File: config.mk
export PLATFORM = sky130hd
export DESIGN_NAME = bf_program_loader
export DESIGN_NICKNAME = d
export VERILOG_FILES = /design/src/rtl/bf_pkg.sv /design/src/rtl/bf_bracket_stack.sv /design/src/rtl/bf_program_loader.sv
export SDC_FILE = /design/constraint.sdc
export NUM_CORES = 1
export LEC_CHECK = 0
export BUFFER_PORTS_ARGS = -buffer_cell sky130_fd_sc_hd__buf_2
export CELL_PAD_IN_SITES_DETAIL_PLACEMENT = 0
export CELL_PAD_IN_SITES_GLOBAL_PLACEMENT = 1
export CORE_MARGIN = 10
export CORE_UTILIZATION = 39
export DETAILED_ROUTE_END_ITERATION = 8
export PLACE_DENSITY = 0.82
export SYNTH_ARGS = -nofsm -noshare
export SYNTH_HDL_FRONTEND = slang
export SYNTH_SLANG_ARGS = --single-unit
File: constraint.sdc
create_clock -name CLK -period 2.3 [get_ports CLK]
set_clock_uncertainty 0.05 [all_clocks]
set_input_delay 0.46 -clock CLK [delete_from_list [all_inputs] [get_ports CLK]]
set_output_delay 0.46 -clock CLK [all_outputs]
set_load 0.05 [all_outputs]
File: src/rtl/bf_pkg.sv
// Shared Brainf*ck definitions: opcodes, ASCII command bytes, loader error codes,
// loader state encoding and the byte-to-opcode decoder.
package bf_pkg;

  localparam logic [2:0] OP_INC   = 3'd0;
  localparam logic [2:0] OP_DEC   = 3'd1;
  localparam logic [2:0] OP_RIGHT = 3'd2;
  localparam logic [2:0] OP_LEFT  = 3'd3;
  localparam logic [2:0] OP_LOOP  = 3'd4;
  localparam logic [2:0] OP_END   = 3'd5;
  localparam logic [2:0] OP_OUT   = 3'd6;
  localparam logic [2:0] OP_IN    = 3'd7;

  localparam logic [7:0] CH_INC   = 8'h2B;
  localparam logic [7:0] CH_DEC   = 8'h2D;
  localparam logic [7:0] CH_RIGHT = 8'h3E;
  localparam logic [7:0] CH_LEFT  = 8'h3C;
  localparam logic [7:0] CH_LOOP  = 8'h5B;
  localparam logic [7:0] CH_END   = 8'h5D;
  localparam logic [7:0] CH_OUT   = 8'h2E;
  localparam logic [7:0] CH_IN    = 8'h2C;

  localparam logic [1:0] ERR_NONE      = 2'd0;
  localparam logic [1:0] ERR_OVERFLOW  = 2'd1;
  localparam logic [1:0] ERR_UNMATCHED = 2'd2;
  localparam logic [1:0] ERR_NEST      = 2'd3;

  typedef enum logic [1:0] {
    ST_LOAD,
    ST_DONE,
    ST_ERROR
  } loader_state_t;

  typedef struct packed {
    logic       valid;
    logic [2:0] op;
  } bf_cmd_t;

  function automatic bf_cmd_t bf_decode(input logic [7:0] b);
    bf_cmd_t d;
    d.valid = 1'b1;
    d.op    = OP_INC;
    case (b)
      CH_INC:   d.op = OP_INC;
      CH_DEC:   d.op = OP_DEC;
      CH_RIGHT: d.op = OP_RIGHT;
      CH_LEFT:  d.op = OP_LEFT;
      CH_LOOP:  d.op = OP_LOOP;
      CH_END:   d.op = OP_END;
      CH_OUT:   d.op = OP_OUT;
      CH_IN:    d.op = OP_IN;
      default:  d.valid = 1'b0;
    endcase
    return d;
  endfunction

endpackage

File: src/rtl/bf_bracket_stack.sv
// LIFO of open-bracket addresses with full/empty flags; top reads combinationally.
module bf_bracket_stack #(
  parameter int DEPTH = 16,
  parameter int W     = 10
) (
  input  logic         clk,
  input  logic         rst,
  input  logic         push,
  input  logic         pop,
  input  logic [W-1:0] din,
  output logic [W-1:0] top,
  output logic         full,
  output logic         empty
);
  localparam int PTR_W = $clog2(DEPTH) + 1;

  logic [W-1:0]     mem [DEPTH];
  logic [PTR_W-1:0] ptr;
  logic [PTR_W-1:0] ptr_m1;

  assign full   = (ptr == PTR_W'(DEPTH));
  assign empty  = (ptr == '0);
  assign ptr_m1 = ptr - PTR_W'(1);
  assign top    = empty ? '0 : mem[ptr_m1[PTR_W-2:0]];

  always_ff @(posedge clk or posedge rst) begin
    if (rst) begin
      ptr <= '0;
    end else if (push && !full) begin
      ptr <= ptr + PTR_W'(1);
    end else if (pop && !empty) begin
      ptr <= ptr_m1;
    end
  end

  always_ff @(posedge clk) begin
    if (push && !full) begin
      mem[ptr[PTR_W-2:0]] <= din;
    end
  end

endmodule

File: src/rtl/bf_program_loader.sv
// Filters UART bytes to BF opcodes, writes them to program memory and checks brackets on RUN.
// Optional jump-table output enabled by defining BF_LOADER_JUMP_TABLE_EN.
module bf_program_loader
  import bf_pkg::*;
#(
  parameter int ADDR_W   = 10,
  parameter int MAX_NEST = 16
) (
  input  logic              CLK,
  input  logic              RST,
  input  logic              RX_VALID,
  input  logic [7:0]        RX_DATA,
  input  logic              RUN,
  output logic              PMEM_WE,
  output logic [ADDR_W-1:0] PMEM_ADDR,
  output logic [2:0]        PMEM_DATA,
  output logic [ADDR_W:0]   PROG_LEN,
  output logic              START,
  output logic              LOADED,
  output logic [1:0]        ERR
`ifdef BF_LOADER_JUMP_TABLE_EN
  ,
  output logic              JT_WE,
  output logic [ADDR_W-1:0] JT_OPEN,
  output logic [ADDR_W-1:0] JT_CLOSE
`endif
);
  localparam int DEPTH_W = $clog2(MAX_NEST) + 1;
  localparam logic [ADDR_W:0]    CAPACITY = {1'b1, {ADDR_W{1'b0}}};
  localparam logic [DEPTH_W-1:0] NEST_MAX = DEPTH_W'(MAX_NEST);

  loader_state_t      state, state_next;
  logic [ADDR_W:0]    count, count_next;
  logic [DEPTH_W-1:0] depth, depth_next;
  logic               run_pending, run_pending_next;
  logic               run_s1, run_s2, run_s3;
  logic               run_edge, run_req, accept;
  logic               we_next, start_next;
  logic [1:0]         err_next;
  bf_cmd_t            cmd;

  assign cmd      = bf_decode(RX_DATA);
  assign run_edge = run_s2 & ~run_s3;
  assign run_req  = run_edge | run_pending;
  assign PROG_LEN = count;
  assign LOADED   = (state == ST_DONE);

  always_comb begin
    state_next       = state;
    count_next       = count;
    depth_next       = depth;
    run_pending_next = 1'b0;
    we_next          = 1'b0;
    start_next       = 1'b0;
    err_next         = ERR;
    accept           = 1'b0;
    if (state == ST_LOAD) begin
      if (RX_VALID && cmd.valid) begin
        if (count == CAPACITY) begin
          state_next = ST_ERROR;
          err_next   = ERR_OVERFLOW;
        end else if (cmd.op == OP_LOOP && depth == NEST_MAX) begin
          state_next = ST_ERROR;
          err_next   = ERR_NEST;
        end else if (cmd.op == OP_END && depth == '0) begin
          state_next = ST_ERROR;
          err_next   = ERR_UNMATCHED;
        end else begin
          accept     = 1'b1;
          we_next    = 1'b1;
          count_next = count + (ADDR_W+1)'(1);
          if (cmd.op == OP_LOOP) depth_next = depth + DEPTH_W'(1);
          if (cmd.op == OP_END)  depth_next = depth - DEPTH_W'(1);
        end
      end
      // A RUN edge coinciding with an accepted byte is deferred one cycle so the
      // balance check sees the updated depth and START trails the write.
      if (state_next == ST_LOAD && run_req) begin
        if (accept) begin
          run_pending_next = 1'b1;
        end else if (depth != '0) begin
          state_next = ST_ERROR;
          err_next   = ERR_NEST;
        end else begin
          state_next = ST_DONE;
          start_next = 1'b1;
        end
      end
    end
  end

  always_ff @(posedge CLK or posedge RST) begin
    if (RST) begin
      state       <= ST_LOAD;
      count       <= '0;
      depth       <= '0;
      run_pending <= 1'b0;
      run_s1      <= 1'b0;
      run_s2      <= 1'b0;
      run_s3      <= 1'b0;
      PMEM_WE     <= 1'b0;
      PMEM_ADDR   <= '0;
      PMEM_DATA   <= '0;
      START       <= 1'b0;
      ERR         <= ERR_NONE;
    end else begin
      state       <= state_next;
      count       <= count_next;
      depth       <= depth_next;
      run_pending <= run_pending_next;
      run_s1      <= RUN;
      run_s2      <= run_s1;
      run_s3      <= run_s2;
      PMEM_WE     <= we_next;
      START       <= start_next;
      ERR         <= err_next;
      if (we_next) begin
        PMEM_ADDR <= count[ADDR_W-1:0];
        PMEM_DATA <= cmd.op;
      end
    end
  end

`ifdef BF_LOADER_JUMP_TABLE_EN
  logic              stack_push, stack_pop, stack_full, stack_empty;
  logic [ADDR_W-1:0] stack_top;

  assign stack_push = we_next && (cmd.op == OP_LOOP) && !stack_full;
  assign stack_pop  = we_next && (cmd.op == OP_END) && !stack_empty;

  bf_bracket_stack #(
    .DEPTH (MAX_NEST),
    .W     (ADDR_W)
  ) u_stack (
    .clk   (CLK),
    .rst   (RST),
    .push  (stack_push),
    .pop   (stack_pop),
    .din   (count[ADDR_W-1:0]),
    .top   (stack_top),
    .full  (stack_full),
    .empty (stack_empty)
  );

  always_ff @(posedge CLK or posedge RST) begin
    if (RST) begin
      JT_WE    <= 1'b0;
      JT_OPEN  <= '0;
      JT_CLOSE <= '0;
    end else begin
      JT_WE <= stack_pop;
      if (stack_pop) begin
        JT_OPEN  <= stack_top;
        JT_CLOSE <= count[ADDR_W-1:0];
      end
    end
  end
`endif

endmodule

# After elaboration in Yosys (flattened, before gate mapping)
# Index checks and enable logic that the tools add are counted.
dict set report totals {
  regBits 39
  inputBits 12
  wordCells 78
}
dict set report op_classes {
  addsub 3
  n_eq_ne 13
  n_mux 32
  bitwise 6
  n_reduce_logical 12
}
# op n
set op_table {}
lappend op_table {{$eq 8x6->1 const B} 6}
lappend op_table {{$mux 2} 15}
lappend op_table {{$pmux 3 s7} 1}
lappend op_table {{$eq 8x7->1 const B} 2}
lappend op_table {{$mux 1} 14}
lappend op_table {{$add 11x1->11 const B} 1}
lappend op_table {{$eq 11x11->1 const B} 1}
lappend op_table {{$mux 5} 2}
lappend op_table {{$reduce_or 8->1} 1}
lappend op_table {{$eq 3x3->1 const B} 2}
lappend op_table {{$reduce_and 6->1} 1}
lappend op_table {{$add 5x1->5 const B} 1}
lappend op_table {{$eq 5x5->1 const B} 1}
lappend op_table {{$logic_not 5->1} 1}
lappend op_table {{$reduce_and 5->1} 1}
lappend op_table {{$reduce_bool 5->1} 1}
lappend op_table {{$sub 5x1->5 const B} 1}
lappend op_table {{$logic_and 1x1->1} 4}
lappend op_table {{$logic_not 2->1} 2}
lappend op_table {{$not 1->1} 4}
lappend op_table {{$eq 2x1->1 const B} 1}
lappend op_table {{$reduce_bool 2->1} 1}
lappend op_table {{$and 1x1->1} 1}
lappend op_table {{$or 1x1->1} 1}

# Logic depth before layout (Yosys ltp)
# Gate-level depths: netlist (run 1).
dict set report depth {
  word_depth 13
  depth_mapped 8
}

# Worst setup path after synthesis (run 1)
# No wires, ideal clock.
dict set report synth_timing {
  path_type {reg-to-reg}
  from {register count[0], in the netlist PROG_LEN[0]}
  to {register depth[1]}
  setup_ns 0.125
  arrival_ns 2.361
  required_time_ns 2.125
  slack_ns -0.236
  stages_incl_launch_ff 7
  path_buffers 0
  cell_sequence {dfrtp_1 -> inv_1 -> ha_1 -> and4_1 -> or4_1 -> nor3_2 -> mux2_2}
}
dict set report synth_between {
  elab_chain_cells 3
}
# item line
set synth_rtl {}
lappend synth_rtl {{start: declaration} bf_program_loader.sv:33} ;# logic [ADDR_W:0] count, count_next;
lappend synth_rtl {{start signal: assignment} bf_program_loader.sv:108} ;# count <= count_next;
lappend synth_rtl {{$eq 11x11->1} bf_program_loader.sv:59} ;# if (count == CAPACITY) begin
lappend synth_rtl {{$not 1->1 (no line)} -}
lappend synth_rtl {{$reduce_and 6->1 (no line)} -}
lappend synth_rtl {{end signal: assignment} bf_program_loader.sv:109} ;# depth <= depth_next;
lappend synth_rtl {{end: declaration} bf_program_loader.sv:34} ;# logic [DEPTH_W-1:0] depth, depth_next;
# Every way passes these cells.
# A chain may end at the register's enable or synchronous reset.

# Final worst setup path (run 1)
dict set report layout_timing {
  from {register depth[3]}
  to {register PMEM_DATA[2]}
}
dict set report layout_between {
  elab_chain_cells 7
  word_cells_on_any_way 9
  cone_classes {eq/ne: 1; mux: 5; reduce/logical: 3}
}
# item line
set layout_rtl {}
lappend layout_rtl {{$logic_not 5->1} bf_program_loader.sv:65} ;# end else if (cmd.op == OP_END && depth == '0) begin
lappend layout_rtl {{$logic_and 1x1->1} bf_program_loader.sv:65}
lappend layout_rtl {{$mux 1} bf_program_loader.sv:65}
lappend layout_rtl {{$mux 1 (*)} bf_program_loader.sv:62} ;# end else if (cmd.op == OP_LOOP && depth == NEST_MAX) begin
lappend layout_rtl {{$mux 1 (*)} bf_program_loader.sv:59}
lappend layout_rtl {{$mux 1 (*)} bf_program_loader.sv:58} ;# if (RX_VALID && cmd.valid) begin
lappend layout_rtl {{$mux 1 (*)} bf_program_loader.sv:57} ;# if (state == ST_LOAD) begin
lappend layout_rtl {{end signal: assignment} bf_program_loader.sv:119} ;# PMEM_DATA <= cmd.op;
lappend layout_rtl {{end: declaration} bf_program_loader.sv:16} ;# output logic [2:0] PMEM_DATA,
# Every way passes the cells marked *; elsewhere a longest branch is shown, timed or not.

==> summary.txt, run 1 <==
Run status
  – Status: finished clean

GRT
  – GRT overflow: 0
  – First-pass GRT wire length: 7.78 mm
  – Largest net degree at the start of global routing: 40
  – Tot GR Track Use: 0.115
  – Initial antenna violation count: 0
  – Vias in the first global route: 1580

Logic synthesis
  – Post-Synthesis Cells: roughly 170
  – Synth Warn #: 0
  – Most frequent cell after synthesis: dfrtp_1
  – Synth Register Bits: 39
  – Post-synthesis sequential area ratio: 0.485
  – Most frequent cells after synthesis: dfrtp_1 (39), xnor2_1 (12), mux2_2 (11), nor2_1 (11), nand3_1 (9)
  – Synth area leaders: dfrtp_1 (49%), mux2_2 (6.2%), xnor2_1 (5.2%)
  – Syn_area_per_cell: about 12 um^2
  – Synth cell types: 50
  – Netlist Area Pre-Place: 2010 um^2
  – Synth async-reset ratio: 1.00
  – Area leader, netlist: dfrtp_1
  – Number of flops mapped to enable cells by yosys: 0
  – Top-area cell type share of the netlist area: 0.485
  – Post-synth net total: 185
  – Ys flop type: dfrtp_1

Floorplan
  – DIE AREA: 8430 um^2
  – Row count: 26
  – I/O pins: roughly 40
  – Die Width: 91.8 um
  – Initial Util: 0.399
  – Core Area: roughly 5000 um^2
  – Die height: 91.8 um

STA
  – Slew margin rel.: 0.678
  – Final min period: 2.26 ns
  – Setup TNS: 0 ns
  – Count of final setup violators: 0
  – Max frequency: 0.442 GHz
  – Endpoints failing hold: 0
  – Final WS setup: 0.0365 ns
  – Worst Tran Pin Value: 0.483 ns
  – RSZ-0062 raised after global routing: yes
  – Hold slack final: 0.212 ns
  – Fin. max-slew vios: 0
  – Tcrit/Tclk final: 0.984

Detailed routing
  – Routed len/inst: roughly 15 um
  – First DRT Iteration DRCs: 37
  – Drt via density: 4.85
  – # DRC: 0
  – Router iterations before antenna repair: 4
  – Via Count: 1522
  – Drt total wl: 4.69 mm
  – Post-DRT Antenna Nets: 0

Setup path
  – CP Class: flop to flop
  – Crit path required time: 2.44 ns
  – Arrival time worst endpoint: 2.40 ns
  – CP Launch Type: flop
  – CP endpoint kind: flop
  – Crit Path Max Fanout: 8

CTS
  – Clock sink count: 39
  – CTS tree: yes
  – Clock Tree Buf Depth: 2
  – Clock slew at reported path FFs: 0.08 ns
  – H-tree levels: 2
  – Worst skew pair latency: ~0.30 ns
  – Total CTS buffers: 5
  – CTS Root Cell: clkbuf_8

Worst hold path
  – Hold Crit Class: input port to asynchronous set/reset pin

Place
  – DP Wirelength: about 3.5 mm
  – Dpl ws: -0.123 ns
  – GP Congestion: ~0.81
  – Placed Area: 2510 um^2
  – Number of port buffers: 40

Final layout
  – Nets: 261
  – Layout cells sized above 1: 0.492
  – Synth-to-layout area growth: 34.5%
  – Fillcell total: 442
  – Finished Cell Area: 2710 um^2
  – Diode count: 0

Power
  – Leakage power: 0.00142 uW
  – Power consumption: 1410 uW
  – Power Dens Cells: 521 nW/um^2
  – Worst vdd ir: between 300 and 400 uV

Job
  – Max-Cap Viols: 0
==> state kept, by name, indices dropped and copies added (netlist names) <==
signal       count
ERR              2
PMEM_ADDR       10
run_pending      1
PMEM_WE          1
run_s1           1
START            1
PROG_LEN        11
depth            5
PMEM_DATA        3
run_s2           1
run_s3           1
state            2
==> what timing repair did <==
item                                    CTS  global route
buffers inserted                          1             3
resized for setup                         2             5
pin swaps                                 1             0
hold endpoints to repair                  0             0
hold buffers                              0             0
endpoints found under the setup margin   13            22
cloned                                    1             0
==> final timing paths <==
| path | start | end | slack (ns) | cells after the start |
|---|---|---|---|---|
| hold reg to reg | run_s1 | run_s2 | 0.30 | 0 |
| setup / recovery | depth[3] | PMEM_DATA[2] | 0.04 | 7 |
| hold / removal | RST | PMEM_ADDR[3] | 0.21 | 3 |
| setup reg to reg | depth[3] | PMEM_DATA[2] | 0.04 | 7 |
| max in group asynchronous | RST | PROG_LEN[6] | 1.63 | 3 |
| min in group CLK | RUN | run_s1 | 0.21 | 1 |
==> kinds of logic (layout without fill, tap and decap cells) <==
| group | count (synthesis) | count (layout) | synth area share |
|---|---|---|---|
| multiplexers | 19 | 19 | 0.116 |
| buffers and inverters | 12 | 88 | 0.0268 |
| adder cells (fa/ha/maj) | 6 | 6 | 0.0411 |
| AO/OA/AOI/OAI | 17 | 17 | 0.0709 |
| XOR/XNOR | 16 | 16 | 0.0697 |
| flip-flops | 39 | 39 | 0.485 |
| AND/OR/NAND/NOR | 58 | 59 | 0.190 |
==> where the power goes <==
part	internal [uW]	switching [uW]
clock network	323	256
logic	41.0	81.7
registers	697	9.84
total	1060	347
==> through the flow <==
step                      instances   util
after floorplan                 167      -
after global routing            314  0.536
after global placement          301  0.497
after CTS                       311  0.527
after detailed placement        301  0.497
final                           314  0.536
==> worst max-delay path: stages (launching register included) <==
cell	delay, ns
dfrtp_1	0.39
or4_4	0.56
buf_4	0.16
nor4_4	0.31
a2111oi_4	0.09
buf_4	0.17
nand2_8	0.09
mux2_2	0.33
==> cell usage in the layout (no fill, tap or decap), types with 2 or more instances in the layout <==
cell type	count
buf_2	40
dfrtp_1	32
buf_4	32
xnor2_1	12
nor2_1	10
nand3_1	9
mux2_2	9
inv_1	8
mux2_4	8
dfrtp_2	7
and3_1	7
nand4_1	5
ha_1	5
clkbuf_8	5
xor2_1	4
nor4_1	3
a21o_1	3
a21oi_1	3
and2_1	2
or4_4	2
nand2_8	2
nor2b_1	2
o21ai_0	2
mux2i_1	2
==> metal layers <==
metal,share of wire,routed length [um],up-vias,track usage
met5,0,0,-,0
met1,0.43,2010,724,0.132
met3,0.059,276,9,0.0416
met4,0.020,92,0,0.0514
li1,-,-,763,-
met2,0.49,2310,26,0.187
==> layout make-up <==
class | instances | area [um^2] | share of cell area
flip-flops and latches | 39 | 985 | 0.364
clock inverters | 3 | 43.8 | 0.0162
repair buffers | 72 | 440 | 0.163
well taps | 70 | 87.6 | 0.0324
clock buffers | 5 | 68.8 | 0.0254
inverters | 8 | 30.0 | 0.0111
multi-input cells | 117 | 1050 | 0.388
Note: power is estimated with default switching activity, not from simulation.
==> run 2: changes to the inputs <==
ABC_AREA = 1   (was not set)
CORE_UTILIZATION = 37   (was 39)
==> summary.txt, run 2 <==
Run status
  – Status: finished clean

Logic synthesis
  – Most frequent cell after synthesis: nand2_1
  – Ys flop type: dfrtp_1
  – Post-synth net total: 285
  – Post-Synthesis Cells: roughly 270
  – Synth cell types: 28
  – Synth Register Bits: 39
  – Netlist Area Pre-Place: 2260 um^2
  – Area leader, netlist: dfrtp_1
  – Number of flops mapped to enable cells by yosys: 0
  – Most frequent cells after synthesis: nand2_1 (64), dfrtp_1 (39), inv_1 (34), nor2_1 (26)
  – Post-synthesis sequential area ratio: 0.432
  – Syn_area_per_cell: 8.46 um^2
  – Synth area leaders: dfrtp_1 (43%), nand2_1 (11%), inv_1 (5.7%)
  – Synth Warn #: 0
  – Synth async-reset ratio: 1.00
  – Top-area cell type share of the netlist area: 0.432

Floorplan
  – DIE AREA: approximately 9600 um^2
  – Row count: 28
  – Core Area: 5920 um^2
  – Die Width: 98.1 um
  – Initial Util: 0.381
  – Die height: a little under 100 um
  – I/O pins: 41

Job
  – Max-Cap Viols: 0

Final layout
  – Synth-to-layout area growth: 16.8%
  – Layout cells sized above 1: 0.276
  – Nets: between 300 and 400
  – Post-layout util: 0.446
  – Commonest cells after routing, fill and taps aside: nand2_1 (64), buf_2 (40), dfrtp_1 (39)
  – Leading cell type in the layout, fill and taps excluded: nand2_1
  – Fillcell total: just over 600
  – Diode count: 0
  – Max reg flops: 11

STA
  – Tcrit/Tclk final: 0.870
  – Endpoints failing hold: 0
  – Max frequency: 0.500 GHz
  – Slew margin rel.: 0.671
  – Fin. max-slew vios: 0
  – Final min period: 2.00 ns
  – Final WS setup: just under 0.3 ns
  – RSZ-0062 raised after global routing: no
  – Setup TNS: 0 ns
  – Worst Tran Pin Value: 0.494 ns
  – Count of final setup violators: 0

Detailed routing
  – Routed len/inst: 12.4 um
  – # DRC: 0
  – Via Count: roughly 1800
  – Drt via density: 4.67
  – WL met3: between 300 and 400 um
  – Drt total wl: ~4.8 mm
  – Post-DRT Antenna Nets: 0
  – Met1 WL: between 2 and 2.5 mm
  – Router iterations before antenna repair: 4
  – First DRT Iteration DRCs: 55
  – DR top layer: met4
  – Met2 routed WL: 2.37 mm

Setup path
  – Crit Path Max Fanout: 12
  – CP endpoint kind: flop
  – Crit path required time: 2.44 ns
  – CP Launch Type: flop
  – CP Class: flop to flop
  – Arrival time worst endpoint: 2.14 ns

CTS
  – Worst skew pair latency: between 0.2 and 0.3 ns
  – H-tree levels: 2
  – CTS Hold Bufs: 0
  – Clock slew at reported path FFs: 0.08 ns
  – Clock Tree Buf Depth: 2
  – CTS Root Cell: clkbuf_8
  – Setup Buffers After CTS: 0
  – CTS tree: yes
  – Post-CTS sizing: 0
  – Clock sink count: 39
  – Total CTS buffers: 5

GRT
  – GRT overflow: 0
  – Initial antenna violation count: 0
  – Tot GR Track Use: 0.105
  – Largest net degree at the start of global routing: 40
  – Vias in the first global route: 1916
  – First-pass GRT wire length: 8.57 mm

Worst hold path
  – Hold Crit Class: input port to asynchronous set/reset pin

Power
  – Power consumption: 1210 uW
  – Leakage power: ~0.0014 uW
  – Power Dens Cells: approximately 460 nW/um^2
  – Worst vdd ir: 349 uV

Place
  – GP Congestion: 0.814
  – Number of port buffers: 40
  – DP Wirelength: around 3.8 mm
  – Dpl ws: 0.184 ns
run 2: cell types whose count changed in the layout (fill, tap and decap cells not counted), sizes merged, moves of 17 or more:
cell   before  now
buf        72   43
inv         8   38
nand2       3   71
nor2       11   33
mux2       17    0
o21ai       2   23
run 2: power by group:
group | internal [uW] | switching, uW | total (uW)
clock | 212 | 238 | 450
combinational | 20.2 | 51.6 | 71.9
sequential | 690 | 2.49 | 693
total | 922 | 292 | 1210
run 2: kinds of logic after synthesis:
group / synth area share
simple gates: 0.306
xor+xnor: 0.0543
fa+ha+maj: 0.0366
compound gates: 0.0931
flops: 0.432
buf+inv: 0.0781
run 2: critical path: stages, from the launching register on:
cell     delay, ns
dfrtp_1       0.43
inv_1         0.10
ha_1          0.24
nand3_1       0.09
nor3_1        0.07
nor2_2        0.14
nand3_4       0.11
nor2_4        0.27
inv_2         0.09
buf_4         0.18
nand2_1       0.08
o21ai_2       0.05
run 2: per-layer routing:
metal,up-vias,track usage
met2,44,0.184
met3,7,0.0381
met1,834,0.115
met4,0,0.0336
li1,937,-
met5,-,0
run 2: final timing paths:
check                                 start           end  slack (ns)  cells after the start
worst max-delay path            PROG_LEN[0]  PMEM_DATA[1]        0.30                     11
worst min-delay path                    RST  PMEM_DATA[0]        0.22                      3
worst max register to register  PROG_LEN[0]  PMEM_DATA[1]        0.30                     11
worst min register to register       run_s1        run_s2        0.31                      0
max in group asynchronous               RST        run_s2        1.63                      3
min in group CLK                        RUN        run_s1        0.23                      1
run 2: area by class of cell:
class                           instances  area [um^2]  share of cell area
Tap cell                               75         93.8              0.0356
Timing Repair Buffer                   43          235              0.0891
Sequential cell                        39          976               0.370
Inverter                               38          143              0.0541
Multi-Input combinational cell        187         1110               0.419
Clock inverter                          2         12.5             0.00474
Clock buffer                            6         72.6              0.0275
run 2: metrics by stage:
stage,hold WS [ns],area [um^2],instances
floorplan,0.281,2260,267
global placement,0.285,2550,382
detailed placement,0.288,2550,382
CTS,0.217,2640,390
global route,0.210,2640,390
finish,0.223,2640,390
==> run 3: changes to the inputs <==
CORE_ASPECT_RATIO = 1.5   (was not set)
REMOVE_ABC_BUFFERS = 1   (was not set)
SYNTH_HIERARCHICAL = 1   (was not set)
==> summary.txt, run 3 <==
Logic synthesis
  – Synth Register Bits: 39
  – Simple-Gate Fraction of Synth Area: 0.306
  – Synth async-reset ratio: 1.00
  – Ys flop type: dfrtp_1
  – Post-synthesis sequential area ratio: 0.432
  – Top-area cell type share of the netlist area: 0.432
  – Most frequent cells after synthesis: nand2_1 (64), dfrtp_1 (39), inv_1 (34), nor2_1 (26)
  – Netlist Area Pre-Place: 2260 um^2
  – Synth Warn #: 6
  – Most frequent cell after synthesis: nand2_1
  – Mux cell area share after synthesis: 0
  – Number of flops mapped to enable cells by yosys: 0
  – Synth Area in Compound Gates: 0.0931
  – Post-Synth Adder-Cell Area: 0.0366
  – Area leader, netlist: dfrtp_1
  – Syn_area_per_cell: 8.46 um^2
  – Post-Synthesis Cells: 267
  – Synth area leaders: dfrtp_1 (43%), nand2_1 (11%), inv_1 (5.7%)
  – Post-synthesis xor/xnor area fraction: 0.0543
  – Largest family of logic cells by synthesized area: simple AND/OR/NAND/NOR gates
  – Synth cell types: 28

Final layout
  – Diode count: 0
  – Area of the multi-input gates: approximately 1100 um^2
  – Synth-to-layout area growth: 17.5%
  – Layout cells sized above 1: 0.282
  – Max reg flops: 11
  – Fillcell total: ~610
  – Reg area: 976 um^2
  – Nets: 334
  – Leading cell type in the layout, fill and taps excluded: nand2_1
  – Commonest cells after routing, fill and taps aside: nand2_1 (64), buf_2 (40), dfrtp_1 (39)

Setup path
  – Reg-to-Reg End: PMEM_ADDR[1]
  – CP endpoint kind: flop
  – Worst reg-to-reg setup slack: 0.27 ns
  – Crit path required time: 2.47 ns
  – Crit Path Max Fanout: 16
  – Critical register-to-register path startpoint: PROG_LEN[1]
  – Reg2reg path depth: 11
  – CP Class: flop to flop
  – Arrival time worst endpoint: roughly 2.2 ns
  – CP Launch Type: flop

STA
  – Count of final setup violators: 0
  – Worst Tran Pin Value: around 0.5 ns
  – Setup TNS: 0 ns
  – Fin. max-slew vios: 0
  – Max frequency: 0.494 GHz
  – RSZ-0062 raised after global routing: no
  – Endpoints failing hold: 0
  – Slew margin rel.: 0.675
  – Tcrit/Tclk final: 0.881
  – Final min period: 2.03 ns

Detailed routing
  – Drt via density: 4.76
  – Routed len/inst: between 10 and 15 um
  – # DRC: 0
  – Post-DRT Antenna Nets: 0
  – First DRT Iteration DRCs: 44
  – Router iterations before antenna repair: 4
  – Via Count: 1848
  – Drt total wl: 4.88 mm

Floorplan
  – DIE AREA: 9690 um^2
  – Initial Util: 0.385
  – Die Width: 83.8 um
  – Die height: 116 um
  – I/O pins: 41
  – Core Area: a little under 6000 um^2
  – Row count: 34

CTS
  – H-tree levels: 2
  – CTS tree: yes
  – Clock slew at reported path FFs: 0.07 ns
  – Total CTS buffers: 5
  – Post-CTS sizing: 0
  – Clock Tree Buf Depth: 2
  – CTS Hold Bufs: 0
  – CTS Root Cell: clkbuf_8
  – Clock sink count: 39
  – Setup Buffers After CTS: 0
  – Worst skew pair latency: between 0.2 and 0.3 ns

GRT
  – Initial antenna violation count: 0
  – First-pass GRT wire length: 8.31 mm
  – Vias in the first global route: around 1800
  – Tot GR Track Use: 0.103
  – GRT overflow: 0
  – Largest net degree at the start of global routing: 40

Place
  – Number of port buffers: 40
  – GP Congestion: 0.871
  – DP Wirelength: roughly 4.0 mm

Run status
  – Status: finished clean

Power
  – Worst vdd ir: 238 uV
  – Leakage power: 0.00145 uW
  – Power Dens Cells: 462 nW/um^2
  – Power consumption: 1230 uW

Job
  – Max-Cap Viols: 0

Worst hold path
  – Hold Crit Class: input port to asynchronous set/reset pin
## run 3: cell counts after synthesis
No cell type changed its count.
## run 3: area by class of cell
cell class                      count  share of cell area
Timing Repair Buffer               45              0.0943
Tap cell                           72              0.0340
Clock inverter                      1             0.00189
Inverter                           38              0.0538
Sequential cell                    39               0.368
Multi-Input combinational cell    187               0.417
Clock buffer                        6              0.0311
## run 3: where the power goes
group | internal [uW] | total (uW) | switching, uW | leakage (uW)
combinational | 20.2 | 72.0 | 51.7 | 0.000930
sequential | 691 | 693 | 2.43 | 0.000470
clock | 235 | 461 | 226 | 0.0000470
total | 946 | 1230 | 280 | 0.00145
## run 3: critical path, cell delays in order, from the launching register on
cell and delay [ns]:
dfrtp_1 0.41, inv_1 0.12, ha_1 0.21, nand3_1 0.09, nor3_1 0.34, nor2_2 0.10, nand3_4 0.10, nor2_4 0.06
inv_2 0.18, buf_12 0.18, nand2_1 0.07, o21ai_2 0.05
## run 3: cells by family after synthesis
group           after synthesis
compound gates               32
xor+xnor                     14
fa+ha+maj                     6
buf+inv                      41
flops                        39
simple gates                135
## run 3: worst max path at each step
| stage | end | slack [ns] | depth (start not counted) | startpoint |
|---|---|---|---|---|
| after floorplan | PMEM_ADDR[1] | 0.14 | 10 | PROG_LEN[0] |
| after global placement | depth[4] | 0.21 | 11 | RX_DATA[5] |
| after detailed placement | depth[4] | 0.16 | 11 | RX_DATA[5] |
| after CTS | PMEM_ADDR[1] | 0.27 | 11 | PROG_LEN[1] |
| after global routing | PMEM_ADDR[8] | 0.13 | 11 | PROG_LEN[1] |
| final | PMEM_ADDR[1] | 0.27 | 11 | PROG_LEN[1] |
## run 3: metrics by stage
step,cell area (um^2),hold WS [ns],std cells,utilization,worst slack (ns)
after CTS,2650,0.215,388,0.452,0.267
after detailed placement,2560,0.286,381,0.437,0.163
after global routing,2650,0.213,388,0.452,0.127
after global placement,2560,0.286,381,0.437,0.210
final,2650,0.225,388,0.452,0.274
after floorplan,2220,0.281,264,-,0.142
## run 3: routing by layer
metal	part of all wire	up-vias	GRT usage
met5	0	-	0
met4	0.025	0	0.0504
met3	0.048	10	0.0288
met2	0.52	32	0.188
met1	0.40	861	0.105
li1	-	945	-
